### src/rtl/rv32i_types.sv
// Shared RV32I pipeline types.
//   rv32i_word     : 32-bit machine word (PCs, data)
//   rv32i_reg      : 5-bit architectural register index
//   hazard_state_t : state of the pipeline hazard controller
package rv32i_types;

    typedef logic [31:0] rv32i_word;
    typedef logic [4:0]  rv32i_reg;

    typedef enum logic [1:0] {
        RUN        = 2'd0,
        STALL      = 2'd1,
        REDIR_PEND = 2'd2
    } hazard_state_t;

endpackage

### src/rtl/sat_counter.sv
// Saturating up-counter.
//   clk   : clock, rising edge
//   rst   : synchronous active-low clear
//   inc   : count enable for this cycle
//   count : current value, holds at all-ones
module sat_counter #(
    parameter int width = 32
) (
    input  logic             clk,
    input  logic             rst,
    input  logic             inc,
    output logic [width-1:0] count
);

    always_ff @(posedge clk) begin
        if (!rst)
            count <= '0;
        else if (inc && (count != '1))
            count <= count + width'(1);
    end

endmodule

### src/rtl/pipeline_hazard_ctrl.sv
// Five-stage pipeline hazard controller.
// Generates register load enables, bubble flushes and PC redirects from
// memory stalls, load-use hazards and branch redirects. A branch that
// resolves while memory is stalled is remembered and issued once the
// stall clears (the latest branch wins).
//   clk, rst            : clock, synchronous active-low reset
//   imem_*/dmem_*       : memory request/response handshakes
//   id_ex_mem_read/rd   : load flag and destination of ID/EX
//   if_id_rs1/rs2       : sources of IF/ID
//   br_taken/br_target  : redirect pulse and PC from EX
//   *_load, *_flush     : pipeline register control
//   pc_redirect(_target): PC mux select and target
//   stall_cycles        : cycles spent in memory stall
//   bubble_count        : bubbles injected into ID/EX
import rv32i_types::*;

module pipeline_hazard_ctrl #(
    parameter int CNT_WIDTH = 32
) (
    input  logic                 clk,
    input  logic                 rst,
    input  logic                 imem_read,
    input  logic                 imem_resp,
    input  logic                 dmem_read,
    input  logic                 dmem_write,
    input  logic                 dmem_resp,
    input  logic                 id_ex_mem_read,
    input  rv32i_reg             id_ex_rd,
    input  rv32i_reg             if_id_rs1,
    input  rv32i_reg             if_id_rs2,
    input  logic                 br_taken,
    input  rv32i_word            br_target,
    output logic                 pc_load,
    output logic                 if_id_load,
    output logic                 id_ex_load,
    output logic                 ex_mem_load,
    output logic                 mem_wb_load,
    output logic                 if_id_flush,
    output logic                 id_ex_flush,
    output logic                 pc_redirect,
    output rv32i_word            pc_redirect_target,
    output logic [CNT_WIDTH-1:0] stall_cycles,
    output logic [CNT_WIDTH-1:0] bubble_count
);

    hazard_state_t state_q, state_d;
    rv32i_word     pend_target_q;
    logic          mem_stall, load_use, redir_pend;

    assign mem_stall  = (imem_read & ~imem_resp) |
                        ((dmem_read | dmem_write) & ~dmem_resp);
    // A load into x0 never produces a value, so it cannot hazard.
    assign load_use   = id_ex_mem_read & (id_ex_rd != '0) &
                        ((id_ex_rd == if_id_rs1) | (id_ex_rd == if_id_rs2));
    assign redir_pend = (state_q == REDIR_PEND);

    always_ff @(posedge clk) begin
        if (!rst) begin
            state_q       <= RUN;
            pend_target_q <= '0;
        end else begin
            state_q <= state_d;
            // Covers both entry into REDIR_PEND and overwrite while in it.
            if (mem_stall && br_taken)
                pend_target_q <= br_target;
        end
    end

    always_comb begin
        state_d            = state_q;
        pc_load            = 1'b0;
        if_id_load         = 1'b0;
        id_ex_load         = 1'b0;
        ex_mem_load        = 1'b0;
        mem_wb_load        = 1'b0;
        if_id_flush        = 1'b0;
        id_ex_flush        = 1'b0;
        pc_redirect        = 1'b0;
        pc_redirect_target = '0;
        if (!rst) begin
            state_d = RUN;
        end else if (mem_stall) begin
            // Everything frozen; only decide whether a redirect is owed.
            if (!redir_pend)
                state_d = br_taken ? REDIR_PEND : STALL;
        end else if (redir_pend || br_taken) begin
            pc_load            = 1'b1;
            if_id_load         = 1'b1;
            id_ex_load         = 1'b1;
            ex_mem_load        = 1'b1;
            mem_wb_load        = 1'b1;
            if_id_flush        = 1'b1;
            id_ex_flush        = 1'b1;
            pc_redirect        = 1'b1;
            pc_redirect_target = redir_pend ? pend_target_q : br_target;
            state_d            = RUN;
        end else if (load_use) begin
            // Hold PC and IF/ID, drop a bubble into ID/EX.
            id_ex_load  = 1'b1;
            id_ex_flush = 1'b1;
            ex_mem_load = 1'b1;
            mem_wb_load = 1'b1;
            state_d     = RUN;
        end else begin
            pc_load     = 1'b1;
            if_id_load  = 1'b1;
            id_ex_load  = 1'b1;
            ex_mem_load = 1'b1;
            mem_wb_load = 1'b1;
            state_d     = RUN;
        end
    end

    sat_counter #(.width(CNT_WIDTH)) u_stall_cnt (
        .clk   (clk),
        .rst   (rst),
        .inc   (mem_stall),
        .count (stall_cycles)
    );

    sat_counter #(.width(CNT_WIDTH)) u_bubble_cnt (
        .clk   (clk),
        .rst   (rst),
        .inc   (id_ex_flush),
        .count (bubble_count)
    );

endmodule

### config.mk
export PLATFORM = sky130hd
export DESIGN_NAME = pipeline_hazard_ctrl
export DESIGN_NICKNAME = d
export VERILOG_FILES = /design/src/rtl/rv32i_types.sv /design/src/rtl/sat_counter.sv /design/src/rtl/pipeline_hazard_ctrl.sv
export SDC_FILE = /design/constraint.sdc
export NUM_CORES = 1
export LEC_CHECK = 0
export CAP_MARGIN = 30
export CORE_ASPECT_RATIO = 0.75
export CORE_MARGIN = 2
export CORE_UTILIZATION = 42
export DETAILED_ROUTE_END_ITERATION = 10
export PLACE_DENSITY = 0.75
export SETUP_SLACK_MARGIN = 0.3
export SYNTH_ARGS = -nofsm -noshare
export SYNTH_HDL_FRONTEND = slang
export SYNTH_SLANG_ARGS = --single-unit
### constraint.sdc
create_clock -name clk -period 2.1 [get_ports clk]
set_clock_uncertainty 0.05 [all_clocks]
set_input_delay 0.42 -clock clk [delete_from_list [all_inputs] [get_ports clk]]
set_output_delay 0.42 -clock clk [all_outputs]
set_load 0.05 [all_outputs]
== Yosys cells after proc, flatten, opt, wreduce, memory -nomap -nowiden ==
Index checks and enable logic that the tools add are counted.
W data, S select, Z words.

* Bits in registers: 98
* Output and inout port bits: 104
* Logic and storage cells: 44

* Add/subtract/negate cells: 2
* Equal/unequal tests: 5
* Muxes and demuxes: 18
* Bitwise operators: 9
* Reductions and logical operators: 6

{| class="wikitable"
|+ Operators with widths
! cell !! count
|-
| $mux W32 || 4
|-
| $add A32 B1 Y32 const B || 2
|-
| $ne A32 B32 Y1 const B || 2
|-
| $mux W1 || 13
|-
| $eq A5 B5 Y1 || 2
|-
| $reduce_bool A5 Y1 || 1
|-
| $and A1 B1 Y1 || 4
|-
| $logic_and A1 B1 Y1 || 3
|-
| $or A1 B1 Y1 || 3
|-
| $eq A2 B2 Y1 const B || 1
|-
| $mux W2 || 1
|-
| $not A1 Y1 || 2
|-
| $reduce_and A2 Y1 || 1
|-
| $logic_or A1 B1 Y1 || 1
|}

== Longest topological paths before layout ==
* Depth after elaboration: 8
* Mapped depth: 9
* Gate-level depth less buffers: 7

== Cells and area by module ==
From an unflattened synthesis, not the netlist that was laid out.

* Cell total of the unflattened synthesis: 690
* Area total of the unflattened synthesis: 5,441.5 sq um

{| class="wikitable"
|+ By module, submodules not included
! module !! instances !! cells an instance !! area each (sq um) !! sequential area each (sq um)
|-
| sat_counter || 2 || 200 || 1,704.1 || 640.6
|-
| pipeline_hazard_ctrl || 1 || 290 || 2,033.2 || 680.7
|}

== Least setup slack after synthesis ==
No wires, ideal clock.

* Kind: input -> register
* Start point: input port rst
* End point: register u_bubble_cnt.count[23]
* Library setup time: 72 ps
* Arrival: 2,845 ps
* Data required time: 1,978 ps
* Slack: -867 ps
* Cell stages on the path: 8
* Cells stage by stage: clkbuf_1 nand3_1 nor2_1 a21oi_2 buf_2 inv_1 nor4bb_1 mux2i_1

* Cells in the longest elaborated chain, start to end: 2

{| class="wikitable"
|+ Ends and longest elaborated chain
! what !! line !! source
|-
| start, declared || pipeline_hazard_ctrl.sv:21 || <nowiki>input logic rst,</nowiki>
|-
| $mux W1 || pipeline_hazard_ctrl.sv:80 || <nowiki>if (!rst) begin</nowiki>
|-
| via id_ex_flush || pipeline_hazard_ctrl.sv:39 || <nowiki>output logic id_ex_flush,</nowiki>
|-
| $logic_and A1 B1 Y1 || sat_counter.sv:18 || <nowiki>else if (inc && (count != '1))</nowiki>
|-
| end signal, assigned || sat_counter.sv:19 || <nowiki>count <= count + width'(1);</nowiki>
|-
| end, declared || sat_counter.sv:12 || <nowiki>output logic [width-1:0] count</nowiki>
|}

The timed path passes the listed nets, and every way through them passes these cells.
A chain may end at the register's enable or synchronous reset.

== Worst setup path in the final report ==
* Start point: input port id_ex_rd[3]
* End point: register u_bubble_cnt.count[14]

* Cells in the longest elaborated chain, start to end: 8
* Elaborated cells on any way between the ends: 11
* Classes of those cells: eq/ne (2); mux (4); bitwise (3); reduce/logical (2)

{| class="wikitable"
|+ Ends and longest elaborated chain
! what !! line !! source
|-
| start, declared || pipeline_hazard_ctrl.sv:28 || <nowiki>input rv32i_reg id_ex_rd,</nowiki>
|-
| $eq A5 B5 Y1 / $reduce_bool A5 Y1 (equally long branches) || pipeline_hazard_ctrl.sv:54, pipeline_hazard_ctrl.sv:53 ||
|-
| $or A1 B1 Y1 / $and A1 B1 Y1 (equally long branches) || pipeline_hazard_ctrl.sv:54, pipeline_hazard_ctrl.sv:53 ||
|-
| $and A1 B1 Y1 (*) || pipeline_hazard_ctrl.sv:53 || <nowiki>assign load_use = id_ex_mem_read & (id_ex_rd != '0) &</nowiki>
|-
| $mux W1 (*) || pipeline_hazard_ctrl.sv:97 || <nowiki>end else if (load_use) begin</nowiki>
|-
| $mux W1 (*) || pipeline_hazard_ctrl.sv:86 || <nowiki>end else if (redir_pend || br_taken) begin</nowiki>
|-
| $mux W1 (*) || pipeline_hazard_ctrl.sv:82 || <nowiki>end else if (mem_stall) begin</nowiki>
|-
| $mux W1 (*) || pipeline_hazard_ctrl.sv:80 ||
|-
| $logic_and A1 B1 Y1 (*) || sat_counter.sv:18 ||
|}

Mark *: on every way between the ends. The rest lies on a longest branch, timed or not.

==> results by group <==
Logic synthesis
  • Most used DFF post-synth: dfxtp_1
  • Synthesized instance count: 659
  • Sequential element share of the synthesized area: 0.388
  • Mapped Nets: 717
  • Post-Syn Area: 0.00505 mm2
  • Yosys warnings: 0
  • Most common cell in the netlist: nand2_1
  • Async S/R FF share, synth: 0
  • Post-synth top area share: 0.388
  • Post-synth top cells: 136 x nand2_1, 98 x dfxtp_1, 84 x a21oi_1
  • Area leader, netlist: dfxtp_1
  • #FFs+latches synth: 98
  • Syn_area_per_cell: 7.67 um2
  • Cells taking the most area after synthesis: dfxtp_1 39%, nand2_1 10%, a21oi_1 8.3%, nand3_1 5.5%, xor2_1 3.5%
  • Post-synth EDFFs: 0
  • Synth cell types: 54

Worst setup path
  • CP startpoint: id_ex_rd[3]
  • Worst-path cell chain: buf_8, buf_6, xnor2_2, nand3_1, o22ai_2, buf_6, a21oi_4, buf_4, buf_6, buf_8, bufbuf_16, or4_4, a21oi_2
  • Crit path largest cell delay: 0.41 ns
  • Crit Path Class: in -> reg
  • Worst endpoint required time: 2.34 ns
  • CP arrival: 2.59 ns
  • CP max-delay cell: or4_4
  • CP most frequent cell: buf_6
  • Worst setup EP type: flip-flop
  • Crit start category: primary input
  • Reg2reg start: state_q[1]
  • Crit-path max FO: 5

Clock network
  • H-tree depth: 3
  • Clk buf depth: 2
  • Root Buffer: clkbuf_16
  • Sink Count: 98
  • Clk slew on worst S/H paths: 0.08 ns
  • Later-pin clock latency in the skew report: 0.36 ns
  • CTS tree: built
  • TritonCTS Buffers: 9

Min path
  • Critical hold path startpoint: pend_target_q[16]
  • Min-delay worst type: reg -> reg

Power
  • Clk pwr share: 0.364
  • Power, Total: 0.00478 W
  • Pleak: 4.20 nW
  • Combinational fraction of design power: 0.241
  • Internal power: 0.00332 W
  • Switching Share: 0.306
  • Pwr dens: 460 mW/mm2
  • Flop pwr share: 0.395
  • Psw: 0.00146 W
  • Max VDD drop: 0.482 mV

STA
  • Worst Max-Slew Pin Slew: 0.548 ns
  • Final setup fails: 58
  • Final WS setup: -0.250 ns
  • Min Tclk post-route: 2.35 ns
  • Final Cycle Share: 1.12
  • Worst slew margin: 0.636
  • Final Hold Vio Count: 0
  • F_max: 426 MHz
  • RSZ-0062 raised after global routing: yes
  • Slew Viols, Final: 0

Placed design
  • Port Buf Inserts: 159
  • Gp weighted congestion: 0.856
  • Detail Placement HPWL: 11100 um

Layout
  • Share of layout cells above drive strength 1: 0.514
  • Syn-to-layout area delta: 106%
  • Util after Layout: 0.891
  • Nets@finish: 950
  • Multi-input gate area: 0.00443 mm2
  • Sequential cell area: 0.00216 mm2
  • Fillers: 502

Die
  • Num ports: 160
  • Core Region: 0.0117 mm2
  • Initial Util: 0.433
  • Die area: 0.0129 mm2
  • Die Span Y: 99.0 um
  • Die span in x: 131 um
  • Core Rows: 34

Route
  • Via count: 6392
  • Drc violations: 0
  • DR iter-0 viols: 528
  • Router iterations before antenna repair: 5
  • DRT Wirelength: 23700 um
  • Vias/cell: 6.03
  • ANT nets after route: 0
  • Mean routed wirelength per cell: 22.3 um

Global routing
  • Antenna violations before repair: 1
  • First-pass GRT wire length: 31700 um
  • Number of global-route vias before repair: 5964
  • Largest net degree at the start of global routing: 55
  • Tot GR Track Use: 0.312
  • Gr ovfl total: 0

Job
  • Max-cap violation count: 0

Status
  • Failing checks: negative setup slack
  • Status: finished with violations
area by class of cell:
type / instances / share of cell area
Clock buffer: 9 / 0.0217
Multi-Input combinational cell: 509 / 0.427
Clock inverter: 7 / 0.00735
Antenna cell: 1 / 0.000241
Timing Repair Buffer: 268 / 0.313
Tap cell: 162 / 0.0195
Sequential cell: 98 / 0.208
Inverter: 6 / 0.00301
logic make-up (layout without fill, tap and decap cells):
logic type,Yosys count,in the layout,synth area share
fa+ha+maj,2,2,0.00495
xor+xnor,39,39,0.0676
compound gates,124,124,0.146
mux,11,11,0.0218
flops,98,98,0.388
other cells,0,1,0
buf+inv,52,290,0.0443
simple gates,333,333,0.327
worst paths after layout:
kind                                               end  slack (ns)  cells after the start
worst max-delay path            u_bubble_cnt.count[14]       -0.25                     13
worst min-delay path                 pend_target_q[16]        0.44                      2
worst max register to register  u_bubble_cnt.count[14]       -0.12                     10
worst min register to register       pend_target_q[16]        0.44                      2
layer usage:
layer | wire, um | GRT usage | share of wire | vias up
met3 | 1930 | 0.0760 | 0.082 | 88
met1 | 9140 | 0.401 | 0.39 | 3145
met5 | 0 | 0 | 0 | -
met4 | 1010 | 0.126 | 0.043 | 0
li1 | - | - | - | 2803
met2 | 11600 | 0.504 | 0.49 | 356
power by group through the flow:
stage / logic (W) / clock network [W] / registers [W]
after global routing: 0.00119 / 0.00182 / 0.00189
after CTS: 0.00105 / 0.00173 / 0.00188
final: 0.00115 / 0.00174 / 0.00189
after floorplan: 0.000415 / 0 / 0.00193
after global placement: 0.000783 / 0 / 0.00191
after detailed placement: 0.000796 / 0 / 0.00191
placed cells by master (no fill, tap or decap), drive strengths merged, types with 3 or more instances in the layout:
cell,instances
nand4,18
and3,9
nor3,9
nand2,136
dlygate4sd2,51
nor2b,3
dfxtp,98
o21ai,11
clkdlybuf4s15,7
or4,12
nor3b,3
clkdlybuf4s50,33
and2,3
a21oi,85
or3,8
or2,3
o31ai,12
nor2,42
xnor2,19
nand2b,9
clkbuf,18
mux2i,11
buf,160
inv,7
xor2,20
bufbuf,4
dlymetal6s2s,4
nand3,57
clkinv,3
and4,6
nor4,9
worst max-delay path: cells and delay by family:
kind	cells	cell delay [ns]
AOI/OAI and AO/OA	3	0.41
and+or+nand+nor	2	0.55
buffers and inverters	7	1.02
xor gates and xnor gates	1	0.19
state kept, by name, summed over array words and instances, names as in the netlist:
name and cells:
u_stall_cnt.count 32, state_q 2, u_bubble_cnt.count 32, pend_target_q 32
stage by stage:
step | setup WS, ns | instance area [um2] | hold WS, ns | setup TNS, ns | cells
6_report | -0.250 | 10400 | 0.443 | -6.57 | 1060
3_3_place_gp | -0.605 | 8190 | 0.392 | -31.34 | 979
3_5_place_dp | -0.651 | 8190 | 0.397 | -33.95 | 979
4_1_cts | -0.226 | 9720 | 0.441 | -3.29 | 1033
5_1_grt | -0.264 | 10400 | 0.471 | -8.09 | 1060
2_1_floorplan | -0.191 | 5870 | 0.387 | -1.37 | 659
repair_timing:
| item | CTS | global route |
|---|---|---|
| pin swaps | 106 | 107 |
| buffers inserted | 25 | 26 |
| hold buffers | 0 | 0 |
| setup endpoints to repair | 162 | 108 |
| resized for setup | 291 | 127 |
| gates cloned | 13 | 0 |
No activity file was read; power rests on OpenSTA's default activity.
